$ cat src/rtl/aes_fifo_pkg.sv
// Shared constants and width helper for the AES data-path FIFOs.
package aes_fifo_pkg;

  localparam int unsigned DEF_DATA_WH = 32;
  localparam int unsigned DEF_DEPTH   = 4;

  // Bits needed to index n entries, never less than one.
  function automatic int unsigned clog2_min1(input int unsigned n);
    int unsigned w;
    w = 0;
    while ((32'd1 << w) < n) w = w + 1;
    return (w == 0) ? 1 : w;
  endfunction

endpackage

$ cat src/rtl/aes_fifo_if.sv
// FIFO push/pop/status bundle; master drives requests, slave is the FIFO.
interface aes_fifo_if
  import aes_fifo_pkg::*;
#(
  parameter int unsigned DATA_WH = DEF_DATA_WH,
  parameter int unsigned DEPTH   = DEF_DEPTH
);
  localparam int unsigned CNT_WH = $clog2(DEPTH + 1);

  logic               flush;
  logic               clr_err;
  logic               write_fifo;
  logic [DATA_WH-1:0] data_in;
  logic               read_fifo;
  logic [DATA_WH-1:0] data_out;
  logic               empty_fifo;
  logic               full_fifo;
  logic               almost_full;
  logic               almost_empty;
  logic [CNT_WH-1:0]  counter_fifo;
  logic               overflow;
  logic               underflow;

  modport master (
    output flush, clr_err, write_fifo, data_in, read_fifo,
    input  data_out, empty_fifo, full_fifo, almost_full, almost_empty,
           counter_fifo, overflow, underflow
  );

  modport slave (
    input  flush, clr_err, write_fifo, data_in, read_fifo,
    output data_out, empty_fifo, full_fifo, almost_full, almost_empty,
           counter_fifo, overflow, underflow
  );

endinterface

$ cat src/rtl/aes_fifo_mem.sv
// DEPTH x DATA_WH register array: synchronous write, asynchronous read.
module aes_fifo_mem
  import aes_fifo_pkg::*;
#(
  parameter int unsigned DATA_WH = DEF_DATA_WH,
  parameter int unsigned DEPTH   = DEF_DEPTH,
  parameter int unsigned AW      = clog2_min1(DEPTH)
) (
  input  logic               clk,
  input  logic               we,
  input  logic [AW-1:0]      waddr,
  input  logic [DATA_WH-1:0] wdata,
  input  logic [AW-1:0]      raddr,
  output logic [DATA_WH-1:0] rdata
);

  logic [DATA_WH-1:0] mem [DEPTH];

  // Contents are intentionally left unreset.
  always_ff @(posedge clk) begin
    if (we) mem[waddr] <= wdata;
  end

  assign rdata = mem[raddr];

endmodule

$ cat src/rtl/aes_fifo_sync.sv
// First-word-fall-through synchronous FIFO with programmable level flags,
// flush and sticky overflow/underflow errors.
module aes_fifo_sync
  import aes_fifo_pkg::*;
#(
  parameter int unsigned DATA_WH   = DEF_DATA_WH,
  parameter int unsigned DEPTH     = DEF_DEPTH,
  parameter int unsigned AFULL_TH  = 3,
  parameter int unsigned AEMPTY_TH = 1
) (
  input  logic       clk,
  input  logic       reset,
  aes_fifo_if.slave  bus
);

  localparam int unsigned AW     = clog2_min1(DEPTH);
  localparam int unsigned CNT_WH = $clog2(DEPTH + 1);

  logic [AW-1:0]     wr_ptr;
  logic [AW-1:0]     rd_ptr;
  logic [CNT_WH-1:0] count;
  logic              overflow;
  logic              underflow;

  logic              rd_acc;
  logic              wr_acc;
  logic              empty;
  logic              full;
  logic              mem_we;

  assign empty  = (count == '0);
  assign full   = (count == CNT_WH'(DEPTH));

  // Read needs data already stored; a write at full is allowed if a pop frees a slot.
  assign rd_acc = bus.read_fifo & ~empty;
  assign wr_acc = bus.write_fifo & (~full | rd_acc);
  assign mem_we = wr_acc & ~bus.flush & ~reset;

  aes_fifo_mem #(
    .DATA_WH (DATA_WH),
    .DEPTH   (DEPTH),
    .AW      (AW)
  ) u_mem (
    .clk   (clk),
    .we    (mem_we),
    .waddr (wr_ptr),
    .wdata (bus.data_in),
    .raddr (rd_ptr),
    .rdata (bus.data_out)
  );

  // Pointers and occupancy; flush discards contents but leaves errors alone.
  always_ff @(posedge clk) begin
    if (reset || bus.flush) begin
      wr_ptr <= '0;
      rd_ptr <= '0;
      count  <= '0;
    end else begin
      if (wr_acc) wr_ptr <= (wr_ptr == AW'(DEPTH - 1)) ? '0 : wr_ptr + AW'(1);
      if (rd_acc) rd_ptr <= (rd_ptr == AW'(DEPTH - 1)) ? '0 : rd_ptr + AW'(1);
      case ({wr_acc, rd_acc})
        2'b10:   count <= count + CNT_WH'(1);
        2'b01:   count <= count - CNT_WH'(1);
        default: count <= count;
      endcase
    end
  end

  // Sticky errors; a new error in the clearing cycle wins over clr_err.
  always_ff @(posedge clk) begin
    if (reset) begin
      overflow  <= 1'b0;
      underflow <= 1'b0;
    end else if (bus.flush) begin
      overflow  <= overflow  & ~bus.clr_err;
      underflow <= underflow & ~bus.clr_err;
    end else begin
      overflow  <= (overflow  & ~bus.clr_err) | (bus.write_fifo & ~wr_acc);
      underflow <= (underflow & ~bus.clr_err) | (bus.read_fifo  & ~rd_acc);
    end
  end

  assign bus.counter_fifo = count;
  assign bus.empty_fifo   = empty;
  assign bus.full_fifo    = full;
  assign bus.almost_full  = (count >= CNT_WH'(AFULL_TH));
  assign bus.almost_empty = (count <= CNT_WH'(AEMPTY_TH));
  assign bus.overflow     = overflow;
  assign bus.underflow    = underflow;

endmodule
$ cat src/flat_wrapper.sv
// flat-port wrapper written by rule: the top's interface ports become plain ports
module aes_fifo_sync_flat import aes_fifo_pkg::*;
#(
  parameter int unsigned DATA_WH   = DEF_DATA_WH,
  parameter int unsigned DEPTH     = DEF_DEPTH,
  parameter int unsigned AFULL_TH  = 3,
  parameter int unsigned AEMPTY_TH = 1
)
  (clk, reset, bus_flush, bus_clr_err, bus_write_fifo, bus_data_in, bus_read_fifo, bus_data_out, bus_empty_fifo, bus_full_fifo, bus_almost_full, bus_almost_empty, bus_counter_fifo, bus_overflow, bus_underflow);
  aes_fifo_if #(.DATA_WH(DATA_WH), .DEPTH(DEPTH)) bus_i ();
  input  logic clk;
  input  logic reset;
  input wire logic [$bits(bus_i.flush)-1:0] bus_flush;
  input wire logic [$bits(bus_i.clr_err)-1:0] bus_clr_err;
  input wire logic [$bits(bus_i.write_fifo)-1:0] bus_write_fifo;
  input wire logic [$bits(bus_i.data_in)-1:0] bus_data_in;
  input wire logic [$bits(bus_i.read_fifo)-1:0] bus_read_fifo;
  output wire logic [$bits(bus_i.data_out)-1:0] bus_data_out;
  output wire logic [$bits(bus_i.empty_fifo)-1:0] bus_empty_fifo;
  output wire logic [$bits(bus_i.full_fifo)-1:0] bus_full_fifo;
  output wire logic [$bits(bus_i.almost_full)-1:0] bus_almost_full;
  output wire logic [$bits(bus_i.almost_empty)-1:0] bus_almost_empty;
  output wire logic [$bits(bus_i.counter_fifo)-1:0] bus_counter_fifo;
  output wire logic [$bits(bus_i.overflow)-1:0] bus_overflow;
  output wire logic [$bits(bus_i.underflow)-1:0] bus_underflow;
  assign bus_i.flush = bus_flush;
  assign bus_i.clr_err = bus_clr_err;
  assign bus_i.write_fifo = bus_write_fifo;
  assign bus_i.data_in = bus_data_in;
  assign bus_i.read_fifo = bus_read_fifo;
  assign bus_data_out = bus_i.data_out;
  assign bus_empty_fifo = bus_i.empty_fifo;
  assign bus_full_fifo = bus_i.full_fifo;
  assign bus_almost_full = bus_i.almost_full;
  assign bus_almost_empty = bus_i.almost_empty;
  assign bus_counter_fifo = bus_i.counter_fifo;
  assign bus_overflow = bus_i.overflow;
  assign bus_underflow = bus_i.underflow;
  aes_fifo_sync #(.DATA_WH(DATA_WH), .DEPTH(DEPTH), .AFULL_TH(AFULL_TH), .AEMPTY_TH(AEMPTY_TH)) u_core (.clk(clk), .reset(reset), .bus(bus_i));
endmodule
$ cat config.mk
export PLATFORM = sky130hd
export DESIGN_NAME = aes_fifo_sync_flat
export DESIGN_NICKNAME = d
export VERILOG_FILES = /design/src/rtl/aes_fifo_pkg.sv /design/src/rtl/aes_fifo_if.sv /design/src/rtl/aes_fifo_mem.sv /design/src/rtl/aes_fifo_sync.sv /design/src/flat_wrapper.sv
export SDC_FILE = /design/constraint.sdc
export NUM_CORES = 1
export LEC_CHECK = 0
export BUFFER_PORTS_ARGS = -buffer_cell sky130_fd_sc_hd__buf_2
export CAP_MARGIN = 25
export CORE_MARGIN = 4
export CORE_UTILIZATION = 56
export CTS_CLUSTER_DIAMETER = 80
export DETAILED_ROUTE_END_ITERATION = 12
export GPL_TIMING_DRIVEN = 0
export PLACE_DENSITY = 0.79
export RECOVER_POWER = 100
export SETUP_SLACK_MARGIN = 0.1
export SLEW_MARGIN = 20
export SYNTH_ARGS = -nofsm -noshare
export SYNTH_HDL_FRONTEND = slang
export SYNTH_SLANG_ARGS = --single-unit
export TNS_END_PERCENT = 5
$ cat constraint.sdc
create_clock -name clk -period 2.7 [get_ports clk]
set_clock_uncertainty 0.1 [all_clocks]
set_input_delay 0.54 -clock clk [delete_from_list [all_inputs] [get_ports clk]]
set_output_delay 0.54 -clock clk [all_outputs]
set_load 0.005 [all_outputs]
==> metrics, run 1 <==
Synth top area share=72.8%; CP required=2060 ps; Final Cycle Share=92.6%; Tightest Pin Transition=506 ps; CTS sink count=139; Initial Util=57.4%; Final TNS setup=0 ps; cells after synthesis=about 240; Slowest-stage cell, CP=mux4_2; CP top delay family=buffers and inverters; ys flop type=edfxtp_1; status=finished clean; CTS clk-pin slew, worst paths=around 60 ps; LEAKAGE=0.00215 uW; power per cell area=around 750 nW/um^2; EDFF count, synth=128; Final GP Congestion=0.720; Slew Viols, Final=0; setup repair bufs after CTS=0; DR pass1 iterations=4; Seq/Total Area, Yosys=between 70% and 80%; CORE AREA=9200 sq um; initial DRC count=116; IO Count=79; Buffers & Inverters on Critical Path=3; Die ar.=between 10000 and 15000 sq um; DR vias=2599; Synth Net Count=between 200 and 300; CTS tree=built; R2R setup slack=around 200 ps; largest area contributor in the netlist=edfxtp_1; Post-DP HPWL=5970 um; Area contributors post-synth=edfxtp_1 73%, mux4_2 14%, dfxtp_1 4.2%; Root Driver=clkbuf_8; Mean Syn Cell Area=21.6 sq um; min Tclk post-route=2500 ps; Achievable Freq=around 400 MHz; yosys warns=0; WHS=126 ps; routed len/inst=19.6 um; vias in the first global route=2789; hold crit path type=in2reg; H-Tree Depth=4; IO buf count=between 70 and 80; Final ANT Viol Nets=0; DIE HEIGHT=~110 um; Layout Area Growth over Synthesis=22.0%; largest net degree at the start of global routing=23; fin nets=394; Rows=35; ANT cells=0; Synth cell types=28; worst-path cell chain=clkbuf_4 > buf_8 > mux4_2 > buf_2; first-pass GRT wire length=around 15000 um; CTS buffer count=17; post-route cell area=6430 sq um; # DRC=0; share of flip-flops with an asynchronous set or reset=0%; final hold violation count=0; WP data arrival=around 1900 ps; nature of the critical path startpoint=register; Largest stage delay, worst path=520 ps; Synth Register Bits=139; Peak VDD IR=0.490 mV; grt total ovfl=0; WS Path Type=reg2out; Post-Syn Area=5280 sq um; Routed WL=9170 um; # setup viols final=0; layout cells sized above 1=29.9%; Clk Latency, worst-skew pair=500 ps; max-cap viol count=0; placed cell areas=5910 sq um; gr usage total=18.3%; Worst slew margin=66.3%; die width=105 um; RSZ-0062 raised after global routing=true; CTS Buffer Depth=2; vias per cell=5.54; Fillers=608; element type at the critical path end=output pin; worst-path fanout max=10; initial antenna violation count=0
logic make-up (layout without fill, tap and decap cells):
group	Yosys count	after routing	share of synthesized area, %
compound gates	15	15	1.71
simple gates	25	25	2.68
fa+ha+maj	11	11	2.61
flops	139	139	77.0
buf+inv	20	134	1.99
xor+xnor	2	2	0.332
mux	32	32	13.7
state kept, by name, indices dropped and copies added (netlist names), named ones only:
register                 count
u_core.bus.counter_fifo      3
u_core.bus.overflow          1
u_core.bus.underflow         1
u_core.rd_ptr                2
u_core.u_mem.mem           128
u_core.wr_ptr                2
layer usage:
metal / global-route usage [%] / vias to the layer above / routed length (um)
met1: 23.7 / 1328 / 3940
li1: - / 1199 / -
met5: 0 / - / 0
met2: 29.5 / 62 / 4740
met4: 5.15 / 0 / 100
met3: 6.55 / 10 / 390
final timing paths:
path / startpoint / cells past startpoint / end
max: register / 4 / bus_data_out[25]
min: reset / 2 / u_core.bus.underflow$_SDFF_PP0_
max reg2reg: u_core.bus.counter_fifo[0]$_SDFFE_PP0P_ / 6 / u_core.u_mem.mem[1][13]$_DFFE_PP_
min reg2reg: u_core.bus.underflow$_SDFF_PP0_ / 2 / u_core.bus.underflow$_SDFF_PP0_
through the flow:
step                power [uW]  setup WS [ps]  utilization [%]  cells
global placement          2620           -478             63.1    433
detailed placement        2640            250             64.3    437
global route              4980           55.0             70.0    469
finish                    4800            199             70.0    469
CTS                       4850            100             70.7    469
floorplan                 2530            229                -    244
worst reg2reg max path, stage by stage (launching register included):
cell and delay [ps]:
dfxtp_1 430, inv_1 120, ha_1 250, and3b_4 190, nor2_1 250, and3_2 550, buf_6 290
report_power, final:
part	total (uW)	internal [uW]	switching [uW]
Sequential	2390	2380	9.36
Combinational	193	89.0	104
Clock	2220	1330	889
placed cells by master, fill, tap and decap left out, types with 2 or more instances in the layout:
| master | Yosys | routed |
|---|---|---|
| buf_2 | 3 | 29 |
| nand2_1 | 2 | 2 |
| inv_1 | 11 | 11 |
| ha_1 | 11 | 11 |
| clkbuf_1 | 1 | 54 |
| dfxtp_1 | 11 | 11 |
| inv_6 | 0 | 5 |
| buf_6 | 3 | 2 |
| or4_1 | 2 | 2 |
| nand3b_1 | 3 | 3 |
| clkbuf_16 | 0 | 16 |
| and3_2 | 0 | 4 |
| bufinv_16 | 0 | 2 |
| clkinv_4 | 0 | 4 |
| nor2_1 | 9 | 9 |
| clkinvlp_4 | 0 | 3 |
| mux4_2 | 32 | 32 |
| buf_16 | 0 | 2 |
| buf_8 | 0 | 2 |
| a21oi_1 | 6 | 6 |
| xor2_1 | 2 | 2 |
| o21ai_0 | 4 | 4 |
| buf_12 | 0 | 2 |
| edfxtp_1 | 128 | 128 |
area by class of cell:
type | count | area [sq um] | share of cell area, %
sequential | 139 | 4060 | 63.2
multi-input combinational | 85 | 1110 | 17.3
timing repair buffer | 82 | 412 | 6.40
clock inverter | 14 | 161 | 2.51
clock buffer | 18 | 418 | 6.49
tap | 111 | 139 | 2.16
buffer | 9 | 87.6 | 1.36
inverter | 11 | 41.3 | 0.642
synthesized netlist by cell type, types with 2 or more instances:
master	instances
and3_1	4
xor2_1	2
o21ai_0	4
ha_1	11
or4_1	2
edfxtp_1	128
nand2_1	2
buf_6	3
mux4_2	32
nor2_1	9
nand3b_1	3
buf_2	3
inv_1	11
dfxtp_1	11
a21oi_1	6
repair_timing:
| action | CTS | global route |
|---|---|---|
| resized for setup | 2 | 5 |
| endpoints found under the setup margin | 10 | 38 |
| hold buffers | 0 | 0 |
Power figures use the tool's default switching activity.
==> run 2: changes to the inputs <==
- CORE_UTILIZATION: 56 -> 59
- CTS_BUF_LIST: not set -> sky130_fd_sc_hd__clkbuf_8
- PLACE_DENSITY: 0.79 -> 0.82
==> run 2 against run 1 <==
Setup slack lost 28 ps. Routed wire length is essentially flat. First-iteration DRC count shrank 41%. Sequential power is essentially flat. Register-to-register slack lost 30 ps. Sequential share of layout area grew 2.0 points. Clock-buffer cell count shrank 1. Fmax shrank 1.1%. Combinational power is essentially flat. Sequential cell count is the same. Final cell count shrank 0.64%. Global-route usage grew 0.90 points. Critical path type is now reg2reg.
==> metrics, run 2 (synthesized netlist as in run 1, its figures left out) <==
DR vias=2614 (+0.58%); Final ANT Viol Nets=0 (unchanged); RSZ-0062 raised after global routing=false; hold crit path type=in2reg; vias per cell=5.61 (+1.2%); layout cells sized above 1=28.2% (-1.7 points); status=finished clean; hold depth=2 (unchanged); CTS tree=built; H-Tree Depth=4 (unchanged); R2R setup slack=170 ps (-30 ps); global routing's busiest layer=met2; Power Total=4350 uW (-9.5%); most common cell after layout, fill and taps aside=edfxtp_1; WS Path Type=reg2reg; FF-to-FF Start=u_core.bus.counter_fifo[0]$_SDFFE_PP0P_; worst-path fanout max=23 (+13); initial DRC count=69 (-41%); GR Util met2=34.1% (+4.5 points); Worst slew margin=58.0% (-8.2 points); WP data arrival=2540 ps (+680 ps); PnR worst setup slack=172 ps (-28.0 ps); IO Count=79 (unchanged); worst slack, placed=278 ps (+28.1 ps); first-pass GRT wire length=14400 um (-4.2%); nature of the critical path startpoint=register; Initial Util=60.5% (+3.1 points); Routed WL=9170 um (about the same); largest net degree at the start of global routing=24 (+4.3%); Slowest-stage cell, CP=and3_1; setup repair bufs after CTS=0 (unchanged); min Tclk post-route=2530 ps (+28.0 ps); DR pass1 iterations=4 (unchanged); ANT cells=0 (unchanged); initial antenna violation count=0 (unchanged); Hold Path End=u_core.bus.underflow$_SDFF_PP0_; CORE AREA=8720 sq um (-5.2%); Die ar.=10500 sq um (-4.7%); max FFs per register=128 (unchanged); HP Start=reset; Root Driver=clkbuf_8; GR Util met1=22.0% (-1.7 points); Layout Area Growth over Synthesis=18.2%; # setup viols final=0 (unchanged); die width=103 um (-2.4%); vias in the first global route=2828 (+1.4%); Clk Latency, worst-skew pair=420 ps (-80 ps); commonest non-fill, non-tap cells in the layout=128 x edfxtp_1, 57 x clkbuf_1, 32 x mux4_2; CTS Buffer Depth=2 (unchanged); CTS sink count=139 (unchanged); Tightest Pin Transition=629 ps (+123 ps); power per cell area=697 nW/um^2 (-6.6%); Achievable Freq=395 MHz (-1.1%); fin nets=394 (unchanged); max-cap viol count=0 (unchanged); # DRC=0 (unchanged); Largest stage delay, worst path=620 ps (+100 ps); hold-fix buffers at CTS=0 (unchanged); Slew Viols, Final=0 (unchanged); CP required=2710 ps (+650 ps); met3 usage=5.35% (-1.2 points); Peak VDD IR=0.368 mV (-25%); Final TNS setup=0 ps (unchanged); worst r2r dst=u_core.u_mem.mem[2][18]$_DFFE_PP_; worst-path cell chain=inv_1 > ha_1 > and3b_4 > nor2_1 > and3_1 > buf_12; Top reg by flops=u_core.u_mem.mem; CTS clk-pin slew, worst paths=80 ps (+20 ps); Final GP Congestion=0.747 (+3.7%); element type at the critical path end=register; cells on worst reg2reg path=6 (unchanged); final hold violation count=0 (unchanged); LEAKAGE=0.00207 uW (-3.9%); Final Cycle Share=93.6% (+1.0 points); grt total ovfl=0 (unchanged); Rows=34 (-2.9%); DIE HEIGHT=103 um (-2.4%); IO buf count=78 (unchanged); CTS buffer count=17 (unchanged); gr usage total=19.2% (+0.90 points); Post-DP HPWL=6100 um (+2.2%); routed len/inst=19.7 um (+0.61%)
## run 2: cell types whose count changed in the layout (fill, tap and decap cells not counted), moves of 3 or more
| cell | change |
|---|---|
| clkbuf_16 | -16 |
| clkbuf_1 | +3 |
| clkbuf_8 | +16 |
| buf_2 | -3 |
| inv_6 | -4 |
## run 2: layer usage
layer | share of wire (%) | wire length, um | up-vias
met5 | 0 | 0 | -
met4 | 1.5 | 137 | 0
met3 | 5.1 | 465 | 15
met2 | 56 | 5100 | 71
met1 | 38 | 3470 | 1326
li1 | - | - | 1202
## run 2: power breakdown
group	switching [uW]	internal (uW)
clock	764	1010
sequential	9.13	2370
combinational	105	86.2
## run 2: worst max-delay path by stage
stage / depth (start not counted) / slack (ps) / from / endpoint
after floorplan: 5 / 230 / u_core.bus.counter_fifo[0]$_SDFFE_PP0P_ / u_core.u_mem.mem[0][0]$_DFFE_PP_
after global placement: 5 / -460 / u_core.bus.counter_fifo[0]$_SDFFE_PP0P_ / u_core.u_mem.mem[0][11]$_DFFE_PP_
after detailed placement: 6 / 280 / u_core.bus.counter_fifo[0]$_SDFFE_PP0P_ / u_core.u_mem.mem[1][8]$_DFFE_PP_
after CTS: 4 / 140 / register / bus_data_out[29]
after global routing: 6 / 50 / u_core.bus.counter_fifo[0]$_SDFFE_PP0P_ / u_core.u_mem.mem[1][29]$_DFFE_PP_
final: 6 / 170 / u_core.bus.counter_fifo[0]$_SDFFE_PP0P_ / u_core.u_mem.mem[2][18]$_DFFE_PP_
## run 2: final cells by class
| class | count | area, sq um |
|---|---|---|
| plain buffers | 9 | 61.3 |
| clock buffers | 17 | 234 |
| clock inverters | 15 | 200 |
| fillers | 544 | 2480 |
| inverters | 11 | 41.3 |
| multi-input cells | 85 | 1110 |
| flip-flops and latches | 139 | 4060 |
| well taps | 108 | 135 |
| repair buffers | 82 | 393 |
## run 2: through the flow
step           cell area, sq um  std cells  hold slack [ps]  utilization (%)
2_1_floorplan              5280        244              355                -
3_3_place_gp               5800        430              350             66.5
3_5_place_dp               5890        434              360             67.6
4_1_cts                    6330        466              187             72.6
5_1_grt                    6240        466              193             71.5
6_report                   6240        466              216             71.5
## run 2: what timing repair did
item / in CTS / in global routing
hold endpoints to repair: 0 / 0
setup endpoints to repair: 8 / 8
resized for setup: 1 / 1
## run 2: worst max-delay path: cells and delay by family, from the launching register on
family | cells | cell delay (ps)
and+or+nand+nor | 3 | 1050
adders and majority gates | 1 | 260
buffers and inverters | 2 | 380
DFF | 1 | 420
